File: src/rtl/ca_rx_align_pkg.sv
// Shared types and constants for the RX channel-alignment controller.
// Latency: n/a (types, constants and a helper function only).
// Backpressure: n/a.
package ca_rx_align_pkg;

  typedef enum logic [1:0] {
    IDLE,
    HUNT,
    ALIGNED,
    ERR
  } ca_align_st_t;

  localparam int SKIP_CNT_W = 8;

  // Saturating increment for the discarded-word counter.
  function automatic logic [SKIP_CNT_W-1:0] skip_sat_inc(input logic [SKIP_CNT_W-1:0] v);
    return (&v) ? v : v + 1'b1;
  endfunction

endpackage

File: src/rtl/ca_rx_align_lane.sv
// Per-channel head inspection: marker extraction, hunt discard request, head presence.
// Latency: purely combinational, zero cycles.
// Backpressure: a lane whose head carries the marker holds it (no hunt pop).
module ca_rx_align_lane #(
  parameter int BITS_PER_CHANNEL = 80,
  parameter int MARKER_LOC       = 76
) (
  input  logic                        rd_empty,
  input  logic [BITS_PER_CHANNEL-1:0] dout,
  output logic                        mk,
  output logic                        hunt_pop,
  output logic                        lane_rdy,
  output logic [BITS_PER_CHANNEL-1:0] head_dat
);

  // Marker bit of the show-ahead head word; pre-marker heads are discarded while hunting.
  always_comb begin
    mk       = dout[MARKER_LOC];
    lane_rdy = !rd_empty;
    hunt_pop = !rd_empty && !dout[MARKER_LOC];
    head_dat = dout;
  end

endmodule

File: src/rtl/ca_rx_align_ctrl.sv
// Deskews RX channel FIFOs on the marker bit, then pops all channels in lockstep into one registered wide word.
// Latency: fifo_pop combinational; rx_data/rx_data_vld one cycle after the pop.
// Backpressure: any empty channel stalls the whole aligned pop; optional post-lock marker check via CA_RX_ALIGN_MARKER_CHECK_EN.
module ca_rx_align_ctrl
  import ca_rx_align_pkg::*;
#(
  parameter int NUM_CHANNELS     = 2,
  parameter int BITS_PER_CHANNEL = 80,
  parameter int MARKER_LOC       = 76,
  parameter int TIMEOUT_W        = 8
) (
  input  logic                                      com_clk,
  input  logic                                      rst_com,
  input  logic                                      align_en,
  input  logic [NUM_CHANNELS-1:0]                   rd_empty,
  input  logic [NUM_CHANNELS*BITS_PER_CHANNEL-1:0]  rx_dout,
  output logic [NUM_CHANNELS-1:0]                   fifo_pop,
  output logic [NUM_CHANNELS*BITS_PER_CHANNEL-1:0]  rx_data,
  output logic                                      rx_data_vld,
  output logic                                      align_done,
  output logic                                      align_err,
  output logic [SKIP_CNT_W-1:0]                     skip_cnt
);

  localparam int DW = NUM_CHANNELS * BITS_PER_CHANNEL;
  // Last hunt cycle: the counter holds 2^TIMEOUT_W-2 during the (2^TIMEOUT_W-1)th HUNT cycle.
  localparam logic [TIMEOUT_W-1:0] TMO_LAST = {{(TIMEOUT_W-1){1'b1}}, 1'b0};

  ca_align_st_t           st;
  ca_align_st_t           nxt;
  logic [NUM_CHANNELS-1:0] mk;
  logic [NUM_CHANNELS-1:0] hunt_pop;
  logic [NUM_CHANNELS-1:0] lane_rdy;
  logic [DW-1:0]          head_dat;
  logic                   all_rdy;
  logic                   lock_ok;
  logic                   pop_all;
  logic [TIMEOUT_W-1:0]   tmo_cnt;

  for (genvar n = 0; n < NUM_CHANNELS; n++) begin : g_lane
    ca_rx_align_lane #(
      .BITS_PER_CHANNEL (BITS_PER_CHANNEL),
      .MARKER_LOC       (MARKER_LOC)
    ) u_lane (
      .rd_empty (rd_empty[n]),
      .dout     (rx_dout[n*BITS_PER_CHANNEL +: BITS_PER_CHANNEL]),
      .mk       (mk[n]),
      .hunt_pop (hunt_pop[n]),
      .lane_rdy (lane_rdy[n]),
      .head_dat (head_dat[n*BITS_PER_CHANNEL +: BITS_PER_CHANNEL])
    );
  end

`ifdef CA_RX_ALIGN_MARKER_CHECK_EN
  logic mk_mismatch;

  // After lock every popped word must carry the same marker value as channel 0.
  always_comb begin
    mk_mismatch = |(mk ^ {NUM_CHANNELS{mk[0]}});
  end
`endif

  // Lock when every channel has a head and every head carries the marker.
  always_comb begin
    all_rdy = &lane_rdy;
    lock_ok = all_rdy && (&mk);
  end

  // State register.
  always_ff @(posedge com_clk) begin
    if (rst_com) begin
      st <= IDLE;
    end else begin
      st <= nxt;
    end
  end

  // Next state and pops; align_en low overrides everything in the same cycle.
  always_comb begin
    nxt      = st;
    fifo_pop = '0;
    pop_all  = 1'b0;
    case (st)
      IDLE: begin
        if (align_en) nxt = HUNT;
      end
      HUNT: begin
        fifo_pop = hunt_pop;
        if (lock_ok) begin
          nxt = ALIGNED;
        end else if (tmo_cnt == TMO_LAST) begin
          nxt = ERR;
        end
      end
      ALIGNED: begin
        pop_all  = all_rdy;
        fifo_pop = {NUM_CHANNELS{all_rdy}};
`ifdef CA_RX_ALIGN_MARKER_CHECK_EN
        if (all_rdy && mk_mismatch) nxt = ERR;
`endif
      end
      ERR: begin
        nxt = ERR;
      end
      default: begin
        nxt = IDLE;
      end
    endcase
    if (!align_en) begin
      nxt      = IDLE;
      fifo_pop = '0;
      pop_all  = 1'b0;
    end
  end

  // Hunt timeout and discard counters; zeroed whenever idle or heading to idle.
  always_ff @(posedge com_clk) begin
    if (rst_com) begin
      tmo_cnt  <= '0;
      skip_cnt <= '0;
    end else if (st == IDLE || nxt == IDLE) begin
      tmo_cnt  <= '0;
      skip_cnt <= '0;
    end else if (st == HUNT) begin
      tmo_cnt <= tmo_cnt + 1'b1;
      if (|fifo_pop) skip_cnt <= skip_sat_inc(skip_cnt);
    end
  end

  // Sticky error: set on entry to ERR, cleared only on entry to IDLE.
  always_ff @(posedge com_clk) begin
    if (rst_com) begin
      align_err <= 1'b0;
    end else if (nxt == IDLE) begin
      align_err <= 1'b0;
    end else if (nxt == ERR) begin
      align_err <= 1'b1;
    end
  end

  // Aligned output register: captures the heads on each lockstep pop, holds otherwise.
  always_ff @(posedge com_clk) begin
    if (rst_com) begin
      rx_data     <= '0;
      rx_data_vld <= 1'b0;
    end else begin
      rx_data_vld <= pop_all;
      if (pop_all) rx_data <= head_dat;
    end
  end

  // Lock indication straight from the state register.
  always_comb begin
    align_done = (st == ALIGNED);
  end

endmodule

File: config.mk
export PLATFORM = sky130hd
export DESIGN_NAME = ca_rx_align_ctrl
export DESIGN_NICKNAME = d
export VERILOG_FILES = /design/src/rtl/ca_rx_align_pkg.sv /design/src/rtl/ca_rx_align_lane.sv /design/src/rtl/ca_rx_align_ctrl.sv
export SDC_FILE = /design/constraint.sdc
export NUM_CORES = 1
export LEC_CHECK = 0
export BUFFER_PORTS_ARGS = -buffer_cell sky130_fd_sc_hd__buf_2
export CAP_MARGIN = 10
export CORE_MARGIN = 5
export CORE_UTILIZATION = 45
export CTS_CLUSTER_DIAMETER = 50
export CTS_CLUSTER_SIZE = 24
export DETAILED_ROUTE_END_ITERATION = 6
export PLACE_DENSITY_LB_ADDON = 0.25
export SKIP_LAST_GASP = 1
export SLEW_MARGIN = 20
export SYNTH_ARGS = -nofsm -noshare
export SYNTH_HDL_FRONTEND = slang
export SYNTH_SLANG_ARGS = --single-unit
export TNS_END_PERCENT = 20
File: constraint.sdc
create_clock -name com_clk -period 2.6 [get_ports com_clk]
set_input_delay 0.26 -clock com_clk [delete_from_list [all_inputs] [get_ports com_clk]]
set_output_delay 0.26 -clock com_clk [all_outputs]
set_load 0.02 [all_outputs]
==> flow_summary.toml <==
[cells_and_area]
finalNetCount = 1303
seq_area_um2 = 3600
multiInputGateArea_um2 = 2750
diodes = 0
drive_above_1_share = 0.338
num-fill-cells = 1324
area_growth_pct = 36.2

[floorplanning]
die_area_um2 = 17200
die-height_um = 131
ioPinCount = 338
coreArea_um2 = 14500
fp.dieW_um = 131
rows = 44
start_util = 0.457

[outcome]
status = "complete, no violations"

[min_path]
holdPathStages = 3
hold_path.class = "in -> reg"
worstHoldStart = "rx_dout[136]"

[synth]
yosysSeqAreaShare = 0.545
synth_edf_count = 0
synth_cells = 824
synthArstFlopShare = 0
mappedNetlistNets = 997
ys_ff_latch = 180
yosysWarnings = 0
yosysUniqueCellTypes = 41
syn_area_per_cell_um2 = 8.03
synth_flop_cell = "dfxtp_1"
netlist_area_um2 = 6610

[timing]
setup-tns-final_ns = 0
slew_viol_final = 0
hold-worst-slack_ns = 0.0698
grt_setup_unrepaired = "no"
slew_headroom = 0.506
tightestPinTransition_ns = 0.741
min_period_over_period = 0.855
max_freq_mhz = 450
setup_viol = 0
period_minus_slack_ns = 2.22
hold_viol_final = 0
skew_ns = 0.00925

[place]
dp_hpwl_um = 14000
gp_congestion = 0.825
port_buffers = 337

[clocking]
cts_buffers = 17
htree_levels = 4
cts_tree = "done"
ctsHoldBuffers = 0
clock_latency_ns = 0.42
cts.path.max_buffers = 2
cts_setup_buffers = 0
clk_pin_slew_ns = 0.07
clkSinkCount = 180
clock-root-buffer = "clkbuf_16"
cts_resized = 0

[power]
vdd_drop_max_mv = 0.447
swShare = 0.214
p_seq_frac = 0.501
pwr-share-comb = 0.039
p_leak_uw = 0.00400
power_density_nw_per_um2 = 612
internal-power_uw = 4330
pwr-share-clk = 0.460
power.switching_uw = 1180

[setup_path]
worst-r2r-cell-count = 6
crit_fanout = 10
startpoint = "st[1]"
path_class = "reg -> out"
required_ns = 2.34
r2r-end = "skip_cnt[5]"
reg2reg_slack_ns = 0.50
crit_end = "fifo_pop[0]"
critical_path_arrival_ns = 1.96
start_kind = "register"
reg2reg_from = "st[1]"
cp-end-kind = "output pin"

[global_routing]
antenna_found_initial = 0
grt_usage = 0.219
grt_pass1_wl_um = 31400
grt_max_degree = 148
grt_remaining_overflow = 0
grt_pass1_vias = 6024

[flow_run]
cap_violations = 0

[detailed_routing]
first_iter_violations = 458
wire_per_inst_um = 14.9
drc = 0
viasPerCell = 4.92
detail-route-antenna-nets = 0
via_count = 6521
drt-total-wl_um = 19800
first_pass_iters = 5
## worst min path at each step
stage                               to  slack (ns)
after floorplan           rx_data[129]        0.40
after global placement     rx_data[25]        0.44
after detailed placement  rx_data[140]        0.44
after CTS                 rx_data[138]        0.05
after global routing        rx_data[7]        0.05
final                     rx_data[136]        0.07
## cell usage after synthesis (4+ instances only)
cell,number,area share
a211oi_1,4,0.0045
a21oi_1,162,0.12
and3_1,8,0.0076
buf_2,22,0.017
clkbuf_1,34,0.019
dfxtp_1,180,0.54
ha_1,8,0.015
inv_1,6,0.0034
nand2_1,328,0.19
nand3_1,6,0.0045
nor2_1,5,0.0028
nor3_1,11,0.0083
xor2_1,4,0.0053
## through the flow
stage	setup slack, ns	util	cell area, µm²	total power (µW)	instances
after floorplan	0.649	-	6610	2900	824
after global placement	0.545	0.582	8420	3040	1295
after detailed placement	0.519	0.582	8420	3040	1295
after CTS	0.349	0.622	9010	5570	1326
after global routing	0.240	0.622	9010	5730	1326
final	0.377	0.622	9010	5510	1326
## sequential cells by signal, indices dropped and copies added, names as in the netlist
name / flops
rx_data_vld: 1
align_err: 1
rx_data: 160
skip_cnt: 8
tmo_cnt: 8
st: 2
## cell families after synthesis
logic type / synth area share
AO/OA/AOI/OAI: 0.156
XOR/XNOR: 0.00927
adder cells (fa/ha/maj): 0.0151
buffers and inverters: 0.0416
flip-flops: 0.545
multiplexers: 0.00170
AND/OR/NAND/NOR: 0.231
## layout by cell type, fill, tap and decap left out, drive strengths merged, types with 2 or more instances in the layout
master    synthesis  final
o31ai             3      3
nor4              2      2
a21oi           162    162
clkinv            0      6
inv               6      7
nand2           328    328
a2bb2oi           2      2
dfxtp           180    180
or3               3      3
o211ai            2      2
o21ai             5      5
xnor2             3      3
clkbuf           34     20
a211oi            6      6
ha                8      8
nand4             2      2
bufinv            0      2
nand3             6      6
and3              8      8
nor2b             3      3
or4               2      2
xor2              4      4
nor2              5      5
o21a              2      2
buf              24    345
clkinvlp          0      2
nor3             11     11
## power groups by stage
stage	Combinational [µW]	Sequential (µW)	Clock (µW)
after floorplan	73.0	2820	0
after global placement	217	2820	0
after detailed placement	216	2820	0
after CTS	218	2760	2590
after global routing	239	2760	2730
final	217	2760	2530
## final cells by class
type	instances	area share
clock buffer	20	0.0507
clock inverter	11	0.0143
inverter	6	0.00250
multi-input combinational	580	0.306
sequential	180	0.400
tap	184	0.0256
timing repair buffer	345	0.201
## routing by layer
metal	global-route usage	part of all wire	vias up
met5	0	0	-
met4	0.0785	0.024	0
met3	0.0944	0.091	31
met2	0.363	0.49	249
met1	0.253	0.39	2936
li1	-	-	3305
## worst max-delay path, stage by stage (launching register included)
cell	delay [ns]
dfxtp_1	0.37
inv_1	0.11
ha_1	0.38
inv_1	0.14
a2bb2oi_1	0.16
nor3_1	0.19
buf_2	0.20
(Power assumes the default switching activity.)
